`src/rtl/async_fifo_if.sv`:
```
// Push/pop handshake bundle for async_fifo: the master is the user side,
// the slave is the FIFO itself.
interface async_fifo_if #(
  parameter int DSIZE = 8
);
  logic             winc;
  logic [DSIZE-1:0] wdata;
  logic             wfull;
  logic             awfull;
  logic             rinc;
  logic [DSIZE-1:0] rdata;
  logic             rempty;
  logic             arempty;

  modport master (
    output winc, wdata, rinc,
    input  wfull, awfull, rdata, rempty, arempty
  );

  modport slave (
    input  winc, wdata, rinc,
    output wfull, awfull, rdata, rempty, arempty
  );
endinterface

```
`src/rtl/async_fifo.sv`:
```
// Single-clock first-word-fall-through circular FIFO for Hyperbus command/data queues.
// Define ASYNC_FIFO_ALMOST_EN to build the awfull/arempty almost flags; otherwise they read 0.
module async_fifo #(
  parameter int DSIZE = 8,
  parameter int ASIZE = 4
) (
  input logic         wclk,
  input logic         wrst_n,
  async_fifo_if.slave bus
);

  localparam int DEPTH = 1 << ASIZE;

  logic [DSIZE-1:0] mem [DEPTH];
  logic [ASIZE:0]   wptr;
  logic [ASIZE:0]   rptr;
  logic             full;
  logic             empty;
  logic             do_push;
  logic             do_pop;

  // Pointers carry one extra wrap bit so equal low bits can mean either empty or full.
  assign empty   = (wptr == rptr);
  assign full    = (wptr[ASIZE-1:0] == rptr[ASIZE-1:0]) && (wptr[ASIZE] != rptr[ASIZE]);
  assign do_push = bus.winc && !full;
  assign do_pop  = bus.rinc && !empty;

  // NOTE: sequential state uses non-blocking assignments so every register samples pre-edge values.
  always_ff @(posedge wclk or negedge wrst_n) begin
    if (!wrst_n) begin
      wptr <= '0;
      rptr <= '0;
    end else begin
      if (do_push) wptr <= wptr + 1'b1;
      if (do_pop)  rptr <= rptr + 1'b1;
    end
  end

  // NOTE: the storage array has no reset; stale contents are unreachable once the pointers clear.
  always_ff @(posedge wclk) begin
    if (do_push) mem[wptr[ASIZE-1:0]] <= bus.wdata;
  end

  assign bus.rdata  = mem[rptr[ASIZE-1:0]];
  assign bus.rempty = empty;
  assign bus.wfull  = full;

`ifdef ASYNC_FIFO_ALMOST_EN
  localparam logic [ASIZE:0] ALMOST_FULL_LVL  = (ASIZE+1)'(DEPTH - 1);
  localparam logic [ASIZE:0] ALMOST_EMPTY_LVL = (ASIZE+1)'(1);

  logic [ASIZE:0] count;

  // Modular subtraction stays correct across pointer wrap.
  assign count       = wptr - rptr;
  assign bus.awfull  = (count >= ALMOST_FULL_LVL);
  assign bus.arempty = (count <= ALMOST_EMPTY_LVL);
`else
  assign bus.awfull  = 1'b0;
  assign bus.arempty = 1'b0;
`endif

endmodule

```
`src/flat_wrapper.sv`:
```
// flat-port wrapper written by rule: the top's interface ports become plain ports
module async_fifo_flat 
#(
  parameter int DSIZE = 8,
  parameter int ASIZE = 4
)
  (wclk, wrst_n, bus_winc, bus_wdata, bus_rinc, bus_wfull, bus_awfull, bus_rdata, bus_rempty, bus_arempty);
  async_fifo_if #(.DSIZE(DSIZE)) bus_i ();
  input logic wclk;
  input logic wrst_n;
  input wire logic [$bits(bus_i.winc)-1:0] bus_winc;
  input wire logic [$bits(bus_i.wdata)-1:0] bus_wdata;
  input wire logic [$bits(bus_i.rinc)-1:0] bus_rinc;
  output wire logic [$bits(bus_i.wfull)-1:0] bus_wfull;
  output wire logic [$bits(bus_i.awfull)-1:0] bus_awfull;
  output wire logic [$bits(bus_i.rdata)-1:0] bus_rdata;
  output wire logic [$bits(bus_i.rempty)-1:0] bus_rempty;
  output wire logic [$bits(bus_i.arempty)-1:0] bus_arempty;
  assign bus_i.winc = bus_winc;
  assign bus_i.wdata = bus_wdata;
  assign bus_i.rinc = bus_rinc;
  assign bus_wfull = bus_i.wfull;
  assign bus_awfull = bus_i.awfull;
  assign bus_rdata = bus_i.rdata;
  assign bus_rempty = bus_i.rempty;
  assign bus_arempty = bus_i.arempty;
  async_fifo #(.DSIZE(DSIZE), .ASIZE(ASIZE)) u_core (.wclk(wclk), .wrst_n(wrst_n), .bus(bus_i));
endmodule
```
`config.mk`:
```
export PLATFORM = sky130hd
export DESIGN_NAME = async_fifo_flat
export DESIGN_NICKNAME = d
export VERILOG_FILES = /design/src/rtl/async_fifo_if.sv /design/src/rtl/async_fifo.sv /design/src/flat_wrapper.sv
export SDC_FILE = /design/constraint.sdc
export NUM_CORES = 1
export LEC_CHECK = 0
export ABC_AREA = 1
export BUFFER_PORTS_ARGS = -buffer_cell sky130_fd_sc_hd__buf_2
export CAP_MARGIN = 20
export CORE_UTILIZATION = 60
export DETAILED_ROUTE_END_ITERATION = 6
export HOLD_SLACK_MARGIN = 0.05
export PLACE_DENSITY = 0.78
export SYNTH_ARGS = -nofsm -noshare
export SYNTH_HDL_FRONTEND = slang
export SYNTH_SLANG_ARGS = --single-unit
```
`constraint.sdc`:
```
create_clock -name wclk -period 2.9 [get_ports wclk]
set_input_delay 0.145 -clock wclk [delete_from_list [all_inputs] [get_ports wclk]]
set_output_delay 0.145 -clock wclk [all_outputs]
set_load 0.02 [all_outputs]
```
# --- After elaboration in Yosys (flattened, before gate mapping) ---
# Memories as Yosys holds them, arrays and structs flattened.
# Cells that the tools add are included.
word_totals:
  ff_bits: 10
  mem_bits_rw: 128
  inputBits: 12
  out_inout_bits: 12
  wordCells: 15
  n_memories: 1
mem_list:
  columns: ["memory", "words", "word_bits", "rd", "rd_clocked_by_memory_dff", "wr", "line", "text"]
  rows:
  - ["u_core.mem", 16, 8, 1, 0, 1, "async_fifo.sv:14", "logic [DSIZE-1:0] mem [DEPTH];"]
op_classes:
  add_sub_neg: 2
  n_eq_ne: 3
  n_mux: 2
  reduce_logical: 5
ops:
  columns: ["operator", "count"]
  rows:
  - ["$add A5 B1 Y5 const B", 2]
  - ["$eq A5 B5 Y1", 1]
  - ["$eq A4 B4 Y1", 1]
  - ["$logic_and A1 B1 Y1", 3]
  - ["$logic_not A1 Y1", 2]
  - ["$mux W1", 2]
  - ["$ne A1 B1 Y1", 1]

# --- Depth between registers and ports, before layout ---
# Gate-level depths: netlist (run 1).
logic_depth:
  ltp_word: 6
  mapped_depth: 10
  depth_no_buf: 8

# --- Worst setup path after synthesis (run 1) ---
# Ideal clock, no wire load.
synth_path:
  path_kind: "register -> register"
  start: "register u_core.rptr[0]"
  end: "memory u_core.mem[12][0], enable pin"
  t_arrival_ns: 1.529
  required_ns: 2.530
  setup_slack_ns: 1.001
  path_stages_with_launch: 11
  synth_period_minus_slack_ns: 1.899
  path_cell_list: "dfrtp_1 -> buf_2 -> inv_2 -> buf_6 -> nand2_1 -> nand2_2 -> nor2_4 -> nand3_4 -> nand2_4 -> buf_6 -> nor2_1"
synth_via:
  elab_chain_len: 6
synth_lines:
  columns: ["element", "line", "text"]
  rows:
  - ["from (decl)", "async_fifo.sv:16", "logic [ASIZE:0] rptr;"]
  - ["from (signal assigned)", "async_fifo.sv:35", "if (do_pop) rptr <= rptr + 1'b1;"]
  - ["$eq A4 B4 Y1", "async_fifo.sv:24", "assign full = (wptr[ASIZE-1:0] == rptr[ASIZE-1:0]) && (wptr[ASIZE] != rptr[ASIZE]);"]
  - ["$logic_and A1 B1 Y1", "async_fifo.sv:24", null]
  - ["$logic_not A1 Y1", "async_fifo.sv:25", "assign do_push = bus.winc && !full;"]
  - ["$logic_and A1 B1 Y1", "async_fifo.sv:25", null]
  - ["$mux W1", "async_fifo.sv:41", "if (do_push) mem[wptr[ASIZE-1:0]] <= bus.wdata;"]
  - ["$mux W1 (implied by the code)", "async_fifo.sv:41", null]
  - ["to (decl)", "async_fifo.sv:14", null]
# No other way between the ends.

# --- Worst setup path after layout (run 1) ---
layout_path:
  start: "register u_core.rptr[0]"
  end: "output port bus_rdata[2]"
layout_via:
  elab_chain_len: 1
layout_lines:
  columns: ["element", "line", "text"]
  rows:
  - ["$mem_v2 Z16 W8", null, null]
  - ["to (decl)", "flat_wrapper.sv:16", "output wire logic [$bits(bus_i.rdata)-1:0] bus_rdata;"]
# No other way between the ends.

==> run_results.csv, run 1 <==
group,metric,value,unit
global_route,grt_max_degree,74,
logic_synthesis,post-synth-top-count-cell,"nand2_1",
cells_and_area,multi_input_area,1577,um^2
pwr,ir_worst_vdd,0.0005827,V
route,drt-total-wl,13950,um
logic_synthesis,muxShareOfSynthArea,0,
outcome,status,"completed",
setup_path,cp_top_family,"buffers and inverters",
clock_tree,cts_tree,"done",
setup_path,cp_data_arrival_time,2.59,ns
clock_tree,cts_root_buf,"clkbuf_8",
logic_synthesis,yosysUniqueCellTypes,24,
cells_and_area,n_fill_cell,699,
clock_tree,htree_num_levels,4,
sta,rsz0062_at_grt,"no",
logic_synthesis,synth-compound-area-share,0.05029,
logic_synthesis,yosysSeqAreaShare,0.6857,
route,first_pass_iters,5,
pwr,p_leak,0.002637,uW
cells_and_area,layout-drive-gt1-share,0.1151,
global_route,grt_pass1_wl,21120,um
cells_and_area,nNetsFinal,586,
sta,drv_slew,0,
logic_synthesis,yosysWarnings,0,
setup_path,worst_setup_path_end_kind,"output pin",
sta,fin_skew,0.007297,ns
global_route,gr-usage-all-layers,0.2938,
place,io_buffers,21,
logic_synthesis,synth_top_family_by_area,"simple AND/OR/NAND/NOR gates",
logic_synthesis,synth_xor_xnor_area_share,0.007334,
clock_tree,clock_path_buffers,2,
logic_synthesis,synth_common_cells,"nand2_1, edfxtp_1, nor2_1",
route,viasPerCell,5.807,
logic_synthesis,ys.flop_type,"edfxtp_1",
logic_synthesis,synth_edf_count,128,
logic_synthesis,synth-simple-area-share,0.1947,
route,initialDrtViolationCount,393,
run,max_cap_violations,0,
sta,timing.hold.ws,0.06777,ns
cells_and_area,regArea,4095,um^2
global_route,antenna_found_initial,0,
sta,setup_viol_count_final,0,
die,dieHeight,101.8,um
logic_synthesis,synthArstFlopShare,0.07246,
logic_synthesis,avgSynthCellArea,10.94,um^2
setup_path,max_stage_delay,0.56,ns
hold_path,hold_class,"in2reg",
clock_tree,cts_sinks,138,
setup_path,start_kind,"flip-flop",
sta,fmax,365.7,MHz
logic_synthesis,synthTopCellsByArea,"edfxtp_1, nand2_1, nand3_1, nor2_1, dfrtp_1",
route,vias,4152,
sta,maxSlewHeadroom,0.4944,
die,io_pins,24,
global_route,grt_overflow,0,
sta,period_share,0.9430,
logic_synthesis,syn_area,5971,um^2
die,die-area,10350,um^2
route,postRouteAntennaNets,0,
sta,hold_viol_final,0,
place,gp_congestion,0.9657,
route,routedWlPerCell,19.51,um
cells_and_area,postLayoutCoreUtil,0.6952,
logic_synthesis,synth_cells,546,
route,drc,0,
global_route,grt_pass1_vias,3962,
place,dp_hpwl,8460,um
setup_path,slowest_stage,"buf_4",
die,start_util,0.6137,
die,placementRows,36,
clock_tree,cts_made_buffers,17,
sta,tightest_slew,0.7556,ns
cells_and_area,area_growth,13.29,%
clock_tree,clk_latency,0.53,ns
setup_path,crit_path_cell_trace,"inv_2, buf_4, nand2_1, o211ai_1, nand3_1, nand3_1, nand2_1, buf_2",
cells_and_area,insertedDiodeCount,0,
setup_path,cp_num_buf_inv,3,
die,core-area,9729,um^2
sta,finalCriticalPeriod,2.735,ns
sta,setup_tns,0,ns
logic_synthesis,synthAdderAreaFrac,0.01048,
logic_synthesis,synth_largest_area_cell,"edfxtp_1",
clock_tree,cts.clk_slew.worst_paths,0.06,ns
logic_synthesis,synth_seq_cells,138,
logic_synthesis,netlist.area_leader.share,0.6438,
pwr,powerDensity,1045,nW/um^2
setup_path,worstPathRequired,2.76,ns
die,die_w,101.8,um
setup_path,criticalPathCategory,"reg2out",
setup_path,crit_fanout,73,
## layout make-up
class / count / share of cell area
multi-input combinational: 338 / 0.2331
timing repair buffer: 32 / 0.02997
tap: 133 / 0.02460
clock buffer: 19 / 0.06234
clock inverter: 13 / 0.02127
sequential: 138 / 0.6054
inverter: 42 / 0.02331
## state kept, by name (all words and copies together) (netlist names)
register / count
u_core.rptr: 5
u_core.wptr: 5
u_core.mem: 128
## cell usage in the layout, fill, tap and decap left out, drive strengths merged
cell type | synthesis | final
clkinvlp | 0 | 3
clkinv | 0 | 5
buf | 20 | 26
nand3 | 63 | 63
o21ai | 24 | 24
xnor2 | 1 | 1
xor2 | 4 | 4
conb | 1 | 2
bufinv | 0 | 2
nand2 | 146 | 146
o211ai | 24 | 24
edfxtp | 128 | 128
nor2 | 69 | 69
ha | 5 | 5
dlygate4sd3 | 0 | 6
dfrtp | 10 | 10
inv | 42 | 45
clkbuf | 9 | 19
## stage by stage
stage / cells / total power [uW] / worst slack, ns / instance area [um^2]
global route: 715 / 7409 / 0.001901 / 6764
CTS: 715 / 7039 / 0.2176 / 6764
detailed placement: 677 / 4969 / 0.7046 / 6138
floorplan: 547 / 4315 / 1.001 / 5974
global placement: 677 / 4911 / 0.7777 / 6138
finish: 715 / 7066 / 0.1652 / 6764
## kinds of logic after synthesis
logic type / after synthesis
buf+inv: 71
flops: 138
xor+xnor: 5
other cells: 1
simple gates: 278
fa+ha+maj: 5
compound gates: 48
## power by group
part	internal [uW]	total (uW)	switching, uW
logic	706	2400	1700
clock network	1230	2060	832
registers	2420	2600	186
## metal layers
metal  global-route usage  share of wire  up-vias
met2               0.4589           0.49      232
met1               0.3817           0.39     1970
li1                     -              -     1902
met5                    0              0        -
met3              0.07384          0.088       48
met4               0.1561          0.036        0
## path summary, 6_finish.rpt
path	start	to	slack, ns	depth (start not counted)
worst min register to register	u_core.wptr[4]	u_core.wptr[4]	0.54	2
worst max register to register	u_core.rptr[3]	u_core.mem[11][4]	0.64	7
worst max-delay path	u_core.rptr[0]	bus_rdata[2]	0.17	8
min in group asynchronous	wrst_n	u_core.rptr[1]	0.67	3
max in group asynchronous	wrst_n	u_core.rptr[0]	1.85	3
worst min-delay path	bus_wdata[2]	u_core.mem[12][2]	0.07	1
## what timing repair did
item / 4_1_cts / 5_1_grt
endpoints found under the setup margin: 0 / 0
setup buffers: 0 / 0
resized for setup: 0 / 0
endpoints found under the hold margin: 23 / 0
hold buffers: 6 / 0
(Power assumes the default switching activity.)
==> inputs of run 2 (changes only) <==
- REMOVE_ABC_BUFFERS: not set -> 1
==> run_results.csv, run 2 (same netlist as run 1, synthesis figures left out) <==
group,metric,value,unit
global_route,grt_overflow,0,
route,routedWlPerCell,19.24,um
route,top_layer,"met4",
die,placementRows,36,
sta,setup_viol_count_final,0,
clock_tree,clk_latency,0.53,ns
cells_and_area,multi_input_area,1577,um^2
setup_path,start_kind,"flip-flop",
hold_path,min-delay-start,"bus_wdata[3]",
cells_and_area,mostFrequentLayoutCell,"nand2_1",
die,core-area,9729,um^2
hold_path,holdPathStages,1,
route,viasPerCell,5.828,
setup_path,r2r_slack,0.61,ns
setup_path,cp_data_arrival_time,2.42,ns
setup_path,worstReg2RegEnd,"u_core.mem[3][6]",
clock_tree,cts.clk_slew.worst_paths,0.06,ns
clock_tree,clock_path_buffers,2,
global_route,gr-usage-all-layers,0.2965,
hold_path,min_to,"u_core.mem[8][3]",
die,die-area,10350,um^2
sta,finalCriticalPeriod,2.562,ns
setup_path,crit_path_cell_trace,"buf_4, nor2_1, nor2_1, o21ai_0, nand3_1, nand3_1, nand2_1, buf_2",
place,gp_congestion,0.8725,
setup_path,crit_fanout,47,
cells_and_area,area_growth,13.60,%
die,die_w,101.8,um
clock_tree,htree_num_levels,4,
cells_and_area,regArea,4095,um^2
route,drt-total-wl,13780,um
cells_and_area,nNetsFinal,587,
sta,period_share,0.8834,
outcome,status,"completed",
die,start_util,0.6137,
clock_tree,cts_tree,"done",
place,dp_hpwl,8581,um
route,postRouteAntennaNets,0,
hold_path,hold_class,"in2reg",
pwr,powerDensity,1048,nW/um^2
global_route,antenna_found_initial,0,
sta,drv_slew,0,
die,io_pins,24,
clock_tree,cts_made_buffers,17,
sta,hold_viol_final,0,
global_route,grt_pass1_wl,21450,um
pwr,p_leak,0.002640,uW
cells_and_area,n_fill_cell,703,
pwr,ir_worst_vdd,0.0007024,V
route,vias,4173,
place,dp.cells,677,
sta,rsz0062_at_grt,"no",
setup_path,worst-r2r-cell-count,7,
route,dr_wl_met2,6497,um
setup_path,worst_setup_path_end_kind,"output pin",
setup_path,criticalPathCategory,"reg2out",
route,first_pass_iters,5,
global_route,grt_max_degree,74,
cells_and_area,layout-drive-gt1-share,0.1184,
clock_tree,cts_root_buf,"clkbuf_8",
sta,fin_ws,0.3381,ns
place,io_buffers,21,
setup_path,max_stage_delay,0.54,ns
setup_path,cp_top_family,"buffers and inverters",
route,wl_met3,1273,um
global_route,grt_pass1_vias,4062,
cells_and_area,largest_register_ffs,128,
sta,fmax,390.3,MHz
place,pre_cts_ws,0.6309,ns
setup_path,cp_num_buf_inv,2,
run,max_cap_violations,0,
setup_path,worstPathRequired,2.76,ns
sta,tightest_slew,0.8455,ns
setup_path,r2r_start,"u_core.rptr[3]",
sta,maxSlewHeadroom,0.4343,
route,routedLengthMet1,5468,um
cells_and_area,final_cell_mix,"nand2_1, edfxtp_1, nor2_1, nand3_1, inv_1",
pwr,finalPower,7109,uW
cells_and_area,insertedDiodeCount,0,
clock_tree,cts_setup_buffers,0,
route,initialDrtViolationCount,529,
cells_and_area,instances_no_fill,716,
clock_tree,cts_sinks,138,
setup_path,slowest_stage,"dfrtp_2",
route,drc,0,
die,dieHeight,101.8,um
sta,fin_skew,0.005103,ns
==> run 2: cell types whose count changed in the layout (fill, tap and decap cells not counted) <==
cell,previous run,this run
clkbuf_8,1,3
clkinv_2,1,4
clkinvlp_4,3,6
buf_6,0,1
clkbuf_1,2,1
clkinv_1,1,0
dlygate4sd3_1,6,7
buf_4,5,4
inv_6,3,0
clkinv_4,3,0
==> run 2: worst max-delay path by stage <==
stage | endpoint | cells past startpoint | from | slack, ns
detailed placement | u_core.mem[3][5] | 7 | u_core.rptr[3] | 0.63
floorplan | u_core.mem[12][0] | 7 | u_core.rptr[0] | -0.02
global route | bus_rdata[3] | 8 | u_core.rptr[0] | 0.17
CTS | bus_rdata[1] | 8 | u_core.rptr[0] | 0.18
global placement | u_core.mem[3][5] | 7 | u_core.rptr[3] | 0.75
finish | bus_rdata[3] | 8 | u_core.rptr[0] | 0.34
==> run 2: final cells by class <==
cell class,count,area share
clock inverter,12,0.01845
sequential,138,0.6038
timing repair buffer,33,0.03191
inverter,42,0.02324
multi-input combinational,338,0.2324
tap,133,0.02453
clock buffer,20,0.06567
==> run 2: worst reg2reg max path: cells and delay by family (launching register included) <==
kind          cells  cell delay (ns)
buf+inv           1             0.27
simple gates      6             1.10
flops             1             0.54
==> run 2: report_power, final <==
group | total [uW] | switching [uW] | leakage, uW | internal, uW
clock network | 2050 | 787 | 0.000265 | 1260
registers | 2590 | 169 | 0.00128 | 2420
logic | 2480 | 1760 | 0.00109 | 712
==> run 2: per-layer routing <==
layer	vias up	global-route usage
met3	49	0.06556
met5	-	0
met1	1974	0.3929
met2	250	0.4558
li1	1900	-
met4	0	0.1706
==> run 2: through the flow <==
stage            util  setup TNS [ns]  hold slack (ns)  instance area [um^2]
4_1_cts        0.6968               0          0.05175                  6779
3_5_place_dp   0.6309               0          0.02126                  6138
6_report       0.6971               0          0.05420                  6783
2_1_floorplan       -          -2.549          -0.1506                  5828
5_1_grt        0.6971               0          0.05697                  6783
3_3_place_gp   0.6309               0          0.01497                  6138
==> run 2: repair_timing <==
item | 4_1_cts | 5_1_grt
endpoints found under the setup margin | 0 | 1
endpoints found under the hold margin | 67 | 0
hold buffers | 7 | 0
gates resized for setup | 0 | 1
